--- src/rtl/glitch_pkg.sv ---
// rtl/glitch_pkg.sv - command byte constants and decoder state type
package glitch_pkg;

    localparam logic [7:0] CMD_ESC    = 8'h00;
    localparam logic [7:0] CMD_RST    = 8'hFF;
    localparam logic [7:0] CMD_BRST   = 8'hFE;
    localparam logic [7:0] CMD_ARM    = 8'hFC;
    localparam logic [7:0] CMD_WIDTH  = 8'h10;
    localparam logic [7:0] CMD_PULSES = 8'h11;
    localparam logic [7:0] CMD_DELAY0 = 8'h20;
    localparam logic [7:0] CMD_DELAY1 = 8'h21;
    localparam logic [7:0] CMD_DELAY2 = 8'h22;
    localparam logic [7:0] CMD_DELAY3 = 8'h23;

    typedef enum logic [1:0] {
        IDLE = 2'd0,
        CMD  = 2'd1,
        ARG  = 2'd2,
        PASS = 2'd3
    } state_e;

endpackage

--- src/rtl/sync_fifo.sv ---
// rtl/sync_fifo.sv - first-word-fall-through synchronous FIFO
// Ports: clk, rst (sync active-high), flush (drops all entries),
//        push/din enqueue, pop dequeue, dout head entry, full, empty.
// A pop frees its slot in the same cycle, so push on a full FIFO
// succeeds when a pop happens alongside it.
module sync_fifo #(
    parameter int WIDTH = 8,
    parameter int DEPTH = 16
) (
    input  logic             clk,
    input  logic             rst,
    input  logic             flush,
    input  logic             push,
    input  logic [WIDTH-1:0] din,
    input  logic             pop,
    output logic [WIDTH-1:0] dout,
    output logic             full,
    output logic             empty
);

    localparam int AW = $clog2(DEPTH);

    logic [WIDTH-1:0] mem_q [DEPTH];
    logic [AW:0]      wr_ptr_q;
    logic [AW:0]      rd_ptr_q;
    logic             do_pop;
    logic             do_push;

    // Pointers carry one extra wrap bit to tell full from empty.
    assign empty   = (wr_ptr_q == rd_ptr_q);
    assign full    = (wr_ptr_q[AW] != rd_ptr_q[AW]) &&
                     (wr_ptr_q[AW-1:0] == rd_ptr_q[AW-1:0]);
    assign do_pop  = pop && !empty;
    assign do_push = push && (!full || do_pop);
    assign dout    = mem_q[rd_ptr_q[AW-1:0]];

    always_ff @(posedge clk) begin
        if (rst || flush) begin
            wr_ptr_q <= '0;
            rd_ptr_q <= '0;
        end else begin
            if (do_push) wr_ptr_q <= wr_ptr_q + 1'b1;
            if (do_pop)  rd_ptr_q <= rd_ptr_q + 1'b1;
        end
    end

    always_ff @(posedge clk) begin
        if (do_push && !flush && !rst) mem_q[wr_ptr_q[AW-1:0]] <= din;
    end

endmodule

--- src/rtl/glitch_cmd_decoder.sv ---
// rtl/glitch_cmd_decoder.sv - host command byte decoder with passthrough FIFO
// Ports: clk, rst (sync active-high); rx_data/rx_valid host byte stream;
//        pt_data/pt_valid/pt_ready buffered passthrough toward target UART;
//        cfg_width/cfg_pulses/cfg_delay glitch configuration;
//        soft_rst/board_rst_req/glitch_arm/cmd_err one-cycle strobes;
//        pt_overflow sticky drop flag.
module glitch_cmd_decoder
    import glitch_pkg::*;
#(
    parameter int PT_DEPTH = 16
) (
    input  logic        clk,
    input  logic        rst,
    input  logic [7:0]  rx_data,
    input  logic        rx_valid,
    output logic [7:0]  pt_data,
    output logic        pt_valid,
    input  logic        pt_ready,
    output logic [7:0]  cfg_width,
    output logic [7:0]  cfg_pulses,
    output logic [31:0] cfg_delay,
    output logic        soft_rst,
    output logic        board_rst_req,
    output logic        glitch_arm,
    output logic        cmd_err,
    output logic        pt_overflow
);

    state_e      state_q, state_d;
    logic [7:0]  cnt_q, cnt_d;
    logic [7:0]  sel_q, sel_d;
    logic [7:0]  width_q, width_d;
    logic [7:0]  pulses_q, pulses_d;
    logic [31:0] delay_q, delay_d;
    logic        ovf_q, ovf_d;
    logic        soft_q, soft_d;
    logic        brst_q, brst_d;
    logic        arm_q, arm_d;
    logic        err_q, err_d;

    logic        fifo_push;
    logic        fifo_pop;
    logic        fifo_flush;
    logic        fifo_full;
    logic        fifo_empty;
    logic [7:0]  fifo_dout;

    assign fifo_pop = pt_valid && pt_ready;

    sync_fifo #(
        .WIDTH (8),
        .DEPTH (PT_DEPTH)
    ) u_pt_fifo (
        .clk   (clk),
        .rst   (rst),
        .flush (fifo_flush),
        .push  (fifo_push),
        .din   (rx_data),
        .pop   (fifo_pop),
        .dout  (fifo_dout),
        .full  (fifo_full),
        .empty (fifo_empty)
    );

    // Head entry is gated so an empty FIFO presents 0 instead of stale data.
    assign pt_valid      = !fifo_empty;
    assign pt_data       = fifo_empty ? 8'h00 : fifo_dout;
    assign cfg_width     = width_q;
    assign cfg_pulses    = pulses_q;
    assign cfg_delay     = delay_q;
    assign soft_rst      = soft_q;
    assign board_rst_req = brst_q;
    assign glitch_arm    = arm_q;
    assign cmd_err       = err_q;
    assign pt_overflow   = ovf_q;

    always_comb begin
        state_d    = state_q;
        cnt_d      = cnt_q;
        sel_d      = sel_q;
        width_d    = width_q;
        pulses_d   = pulses_q;
        delay_d    = delay_q;
        ovf_d      = ovf_q;
        soft_d     = 1'b0;
        brst_d     = 1'b0;
        arm_d      = 1'b0;
        err_d      = 1'b0;
        fifo_push  = 1'b0;
        fifo_flush = 1'b0;
        if (rx_valid) begin
            case (state_q)
                IDLE: begin
                    if (rx_data == CMD_ESC) begin
                        state_d = CMD;
                    end else begin
                        state_d = PASS;
                        cnt_d   = rx_data;
                    end
                end
                CMD: begin
                    state_d = IDLE;
                    case (rx_data)
                        CMD_RST: begin
                            // Clear lands on the same edge that raises soft_rst.
                            soft_d     = 1'b1;
                            width_d    = 8'h00;
                            pulses_d   = 8'h00;
                            delay_d    = 32'h0;
                            ovf_d      = 1'b0;
                            fifo_flush = 1'b1;
                        end
                        CMD_BRST: brst_d = 1'b1;
                        CMD_ARM:  arm_d  = 1'b1;
                        CMD_WIDTH, CMD_PULSES,
                        CMD_DELAY0, CMD_DELAY1, CMD_DELAY2, CMD_DELAY3: begin
                            sel_d   = rx_data;
                            state_d = ARG;
                        end
                        default: err_d = 1'b1;
                    endcase
                end
                ARG: begin
                    state_d = IDLE;
                    case (sel_q)
                        CMD_WIDTH:  width_d        = rx_data;
                        CMD_PULSES: pulses_d       = rx_data;
                        CMD_DELAY0: delay_d[7:0]   = rx_data;
                        CMD_DELAY1: delay_d[15:8]  = rx_data;
                        CMD_DELAY2: delay_d[23:16] = rx_data;
                        CMD_DELAY3: delay_d[31:24] = rx_data;
                        default: ;
                    endcase
                end
                PASS: begin
                    // Dropped bytes still count toward the length prefix.
                    cnt_d     = cnt_q - 8'd1;
                    fifo_push = 1'b1;
                    if (fifo_full && !fifo_pop) ovf_d = 1'b1;
                    if (cnt_q == 8'd1) state_d = IDLE;
                end
                default: state_d = IDLE;
            endcase
        end
    end

    always_ff @(posedge clk) begin
        if (rst) begin
            state_q  <= IDLE;
            cnt_q    <= 8'h00;
            sel_q    <= 8'h00;
            width_q  <= 8'h00;
            pulses_q <= 8'h00;
            delay_q  <= 32'h0;
            ovf_q    <= 1'b0;
            soft_q   <= 1'b0;
            brst_q   <= 1'b0;
            arm_q    <= 1'b0;
            err_q    <= 1'b0;
        end else begin
            state_q  <= state_d;
            cnt_q    <= cnt_d;
            sel_q    <= sel_d;
            width_q  <= width_d;
            pulses_q <= pulses_d;
            delay_q  <= delay_d;
            ovf_q    <= ovf_d;
            soft_q   <= soft_d;
            brst_q   <= brst_d;
            arm_q    <= arm_d;
            err_q    <= err_d;
        end
    end

endmodule

--- config.mk ---
export PLATFORM = sky130hd
export DESIGN_NAME = glitch_cmd_decoder
export DESIGN_NICKNAME = d
export VERILOG_FILES = /design/src/rtl/glitch_pkg.sv /design/src/rtl/sync_fifo.sv /design/src/rtl/glitch_cmd_decoder.sv
export SDC_FILE = /design/constraint.sdc
export NUM_CORES = 1
export LEC_CHECK = 0
export BUFFER_PORTS_ARGS = -buffer_cell sky130_fd_sc_hd__buf_2
export CAP_MARGIN = 10
export CORE_MARGIN = 2
export CORE_UTILIZATION = 45
export DETAILED_ROUTE_END_ITERATION = 10
export SYNTH_ARGS = -nofsm -noshare
export SYNTH_HDL_FRONTEND = slang
export SYNTH_SLANG_ARGS = --single-unit
--- constraint.sdc ---
create_clock -name clk -period 2.3 [get_ports clk]
set_input_delay 0 -clock clk [delete_from_list [all_inputs] [get_ports clk]]
set_output_delay 0 -clock clk [all_outputs]
set_load 0.01 [all_outputs]
==> impl_metrics.ini <==
[grt]
grt_pass1_wl_um = 36100
grt.total_usage_pct = 21.4
grt_start_max_net_pins = 77
grt_overflow = 0
antenna_found_initial = 0
grt_pass1_vias = 6187

[floorplan]
core_area_mm2 = 0.0201
die_w_um = 147
start_util_pct = 45.5
fp.dieH_um = 147
rows = 52
die_area_mm2 = 0.0215
ioPinCount = 74

[setup_path]
ff2ff_setup_slack_ns = 0.13
crit_arrival_ns = 2.27
cpLargestDelayFamily = multiplexers
end_kind = output pin
cp_num_buf_inv = 2
rr_worst_depth = 7
cp_data_required_time_ns = 2.30
slowest_delay_ns = 0.49
cp_max_fo = 5
r2r-end = u_pt_fifo.mem_q[1][0]$_DFFE_PP_
cp_cell_sequence = buf_12 > mux4_2 > nor2b_1 > a211oi_2 > a211oi_1 > buf_2
start_kind = register
critPathKind = register to output pin
cp_slowest_cell = mux4_2
reg2reg_from = state_q[1]$_SDFFE_PP0P_

[logic_synthesis]
synth.top_cell.area_share_pct = 42.0
yosysMostFrequentCell = edfxtp_1
synth_cell_types = 61
synth.area.top_cells = edfxtp_1 (42%), dfxtp_1 (19%), mux4_2 (7.9%)
ys_seq_area_share_pct = 60.6
synth_top_area_cell = edfxtp_1
yosysWarnings = 0
synthCells = 703
ys.flop_type = edfxtp_1
synth_area_mm2 = 0.00915
ys_ff_latch = 213
synth_common_cells = edfxtp_1 (128), dfxtp_1 (85), a21oi_1 (65), nand3_1 (45), o31ai_1 (40)
synth_nets = 727
ys_async_sr_fraction_pct = 0
synth-edff-count = 128
synth.avg_cell_area_um2 = 13.0

[flow_run]
maxCapViolCount = 0

[placement]
postPlaceCellArea_mm2 = 0.00989
hpwl_um = 15200
io_buffers = 73
place_congestion = 0.848
dp_cells = 1028

[hold_path]
holdCritStartpoint = rx_data[3]
whs_endpoint = u_pt_fifo.mem_q[12][3]$_DFFE_PP_
hold_depth = 2
hold_class = primary input to register

[clock_network]
clock_path_buffers = 3
cts_tree = built
cts.sinks = 213
htreeDepth = 1
clk_pin_slew_ns = 0.06
clk_latency_ns = 0.50
root_buffer = clkbuf_16
numCtsBuffers = 23

[timing]
maxSlewViolCount = 0
hold_ws_ns = 0.0188
fmax_mhz = 440
period_needed_ns = 2.27
setup_viol = 0
worst_pin_slew_ns = 0.888
finClkSkew_ns = 0.0118
slew_headroom_pct = 40.7
final_hold_viol_count = 0
rsz0062_at_grt = yes
post-route-period-util_pct = 98.8

[outcome]
status = finished clean

[pwr]
p_per_area_mw_per_mm2 = 778
p_leak_nw = 3.79
ir_drop_uv = 592

[cells_and_area]
antenna_cells = 0
final_util_pct = 53.8
design_area_mm2 = 0.0108
area_growth_pct = 18.3
nNetsFinal = 812
drive_gt1_share_pct = 26.5
final_cell_count_no_fill = 1074

[drt]
avgViaCountPerCell = 5.81
postRouteAntennaNets = 0
avgRoutedWirePerCell_um = 21.4
dr_total_vias = 6242
routed_wl_um = 23000
drt_iter0_drc = 558
dr.pass1.iters = 5
drc = 0
layout by cell type, fill, tap and decap left out, types with 10 or more instances in the layout:
master,count
a211oi_1,10
a21oi_1,65
and2_1,11
buf_2,73
buf_4,28
clkbuf_16,24
dfxtp_1,84
edfxtp_1,128
ha_1,12
inv_1,22
mux2i_1,23
mux4_2,32
nand2_1,25
nand2b_1,17
nand3_1,45
nor2_1,13
nor2b_1,13
o31ai_1,40
sequential cells by signal, summed over array words and instances (netlist names), named ones only:
register,cells
sel_q,8
glitch_arm,1
u_pt_fifo.rd_ptr_q,5
soft_rst,1
cfg_delay,32
state_q,2
board_rst_req,1
cmd_err,1
cfg_width,8
pt_overflow,1
cnt_q,8
u_pt_fifo.wr_ptr_q,5
cfg_pulses,8
u_pt_fifo.mem_q,128
per-layer routing:
layer  wire length (um)  track usage [%]
met5                  0                0
met4                301             4.32
met3               1420             3.47
met2              11100             35.1
met1              10200             30.6
per-stage QoR:
stage / power, W / setup WS (ns) / TNS, ns
after floorplan: 0.00445 / 0.209 / 0
after global placement: 0.00463 / 0.179 / 0
after detailed placement: 0.00464 / 0.0264 / 0
after CTS: 0.00847 / 0.0123 / 0
after global routing: 0.00868 / -0.0453 / -0.149
final: 0.00842 / 0.0277 / 0
worst max path at each step:
stage	start	end	slack, ns	cells after the start
detailed placement	state_q[1]$_SDFFE_PP0P_	u_pt_fifo.mem_q[1][5]$_DFFE_PP_	0.03	7
finish	register	pt_data[4]	0.03	6
global placement	state_q[1]$_SDFFE_PP0P_	u_pt_fifo.mem_q[1][7]$_DFFE_PP_	0.18	7
floorplan	state_q[1]$_SDFFE_PP0P_	u_pt_fifo.mem_q[8][0]$_DFFE_PP_	0.21	7
CTS	state_q[1]$_SDFFE_PP0P_	u_pt_fifo.mem_q[1][0]$_DFFE_PP_	0.01	7
global route	register	pt_data[6]	-0.05	6
kinds of logic after synthesis:
family	Yosys count	synth area share [%]
flops	213	60.6
simple gates	182	11.6
compound gates	163	11.7
buf+inv	72	3.46
mux	56	10.5
fa+ha+maj	12	1.64
xor+xnor	5	0.478
area by class of cell:
type	count	area (um^2)
clock buffer	26	608
tap	270	338
multi-input combinational	418	3360
inverter	24	90.1
timing repair buffer	108	687
sequential	213	5550
clock inverter	15	189
fill	1708	9280
repair_timing:
item / CTS / global route
hold buffers: 2 / 0
gates cloned: 0 / 0
pin swaps: 0 / 3
buffers inserted: 3 / 0
resized for setup: 9 / 21
hold endpoints to repair: 8 / 0
setup endpoints to repair: 9 / 132
report_power, final:
part / total [W] / internal (W) / switching, W
registers: 0.00408 / 0.00406 / 0.0000211
logic: 0.000504 / 0.000161 / 0.000344
clock network: 0.00384 / 0.00236 / 0.00148
total: 0.00842 / 0.00658 / 0.00184
worst register-to-register path, delay by kind of cell, from the launching register on:
| family | cells | cell delay (ns) |
|---|---|---|
| AO/OA/AOI/OAI | 2 | 0.45 |
| AND/OR/NAND/NOR | 2 | 0.54 |
| buffers and inverters | 2 | 0.27 |
| flip-flops | 1 | 0.37 |
| adder cells (fa/ha/maj) | 1 | 0.24 |
Note: power is estimated with default switching activity, not from simulation.
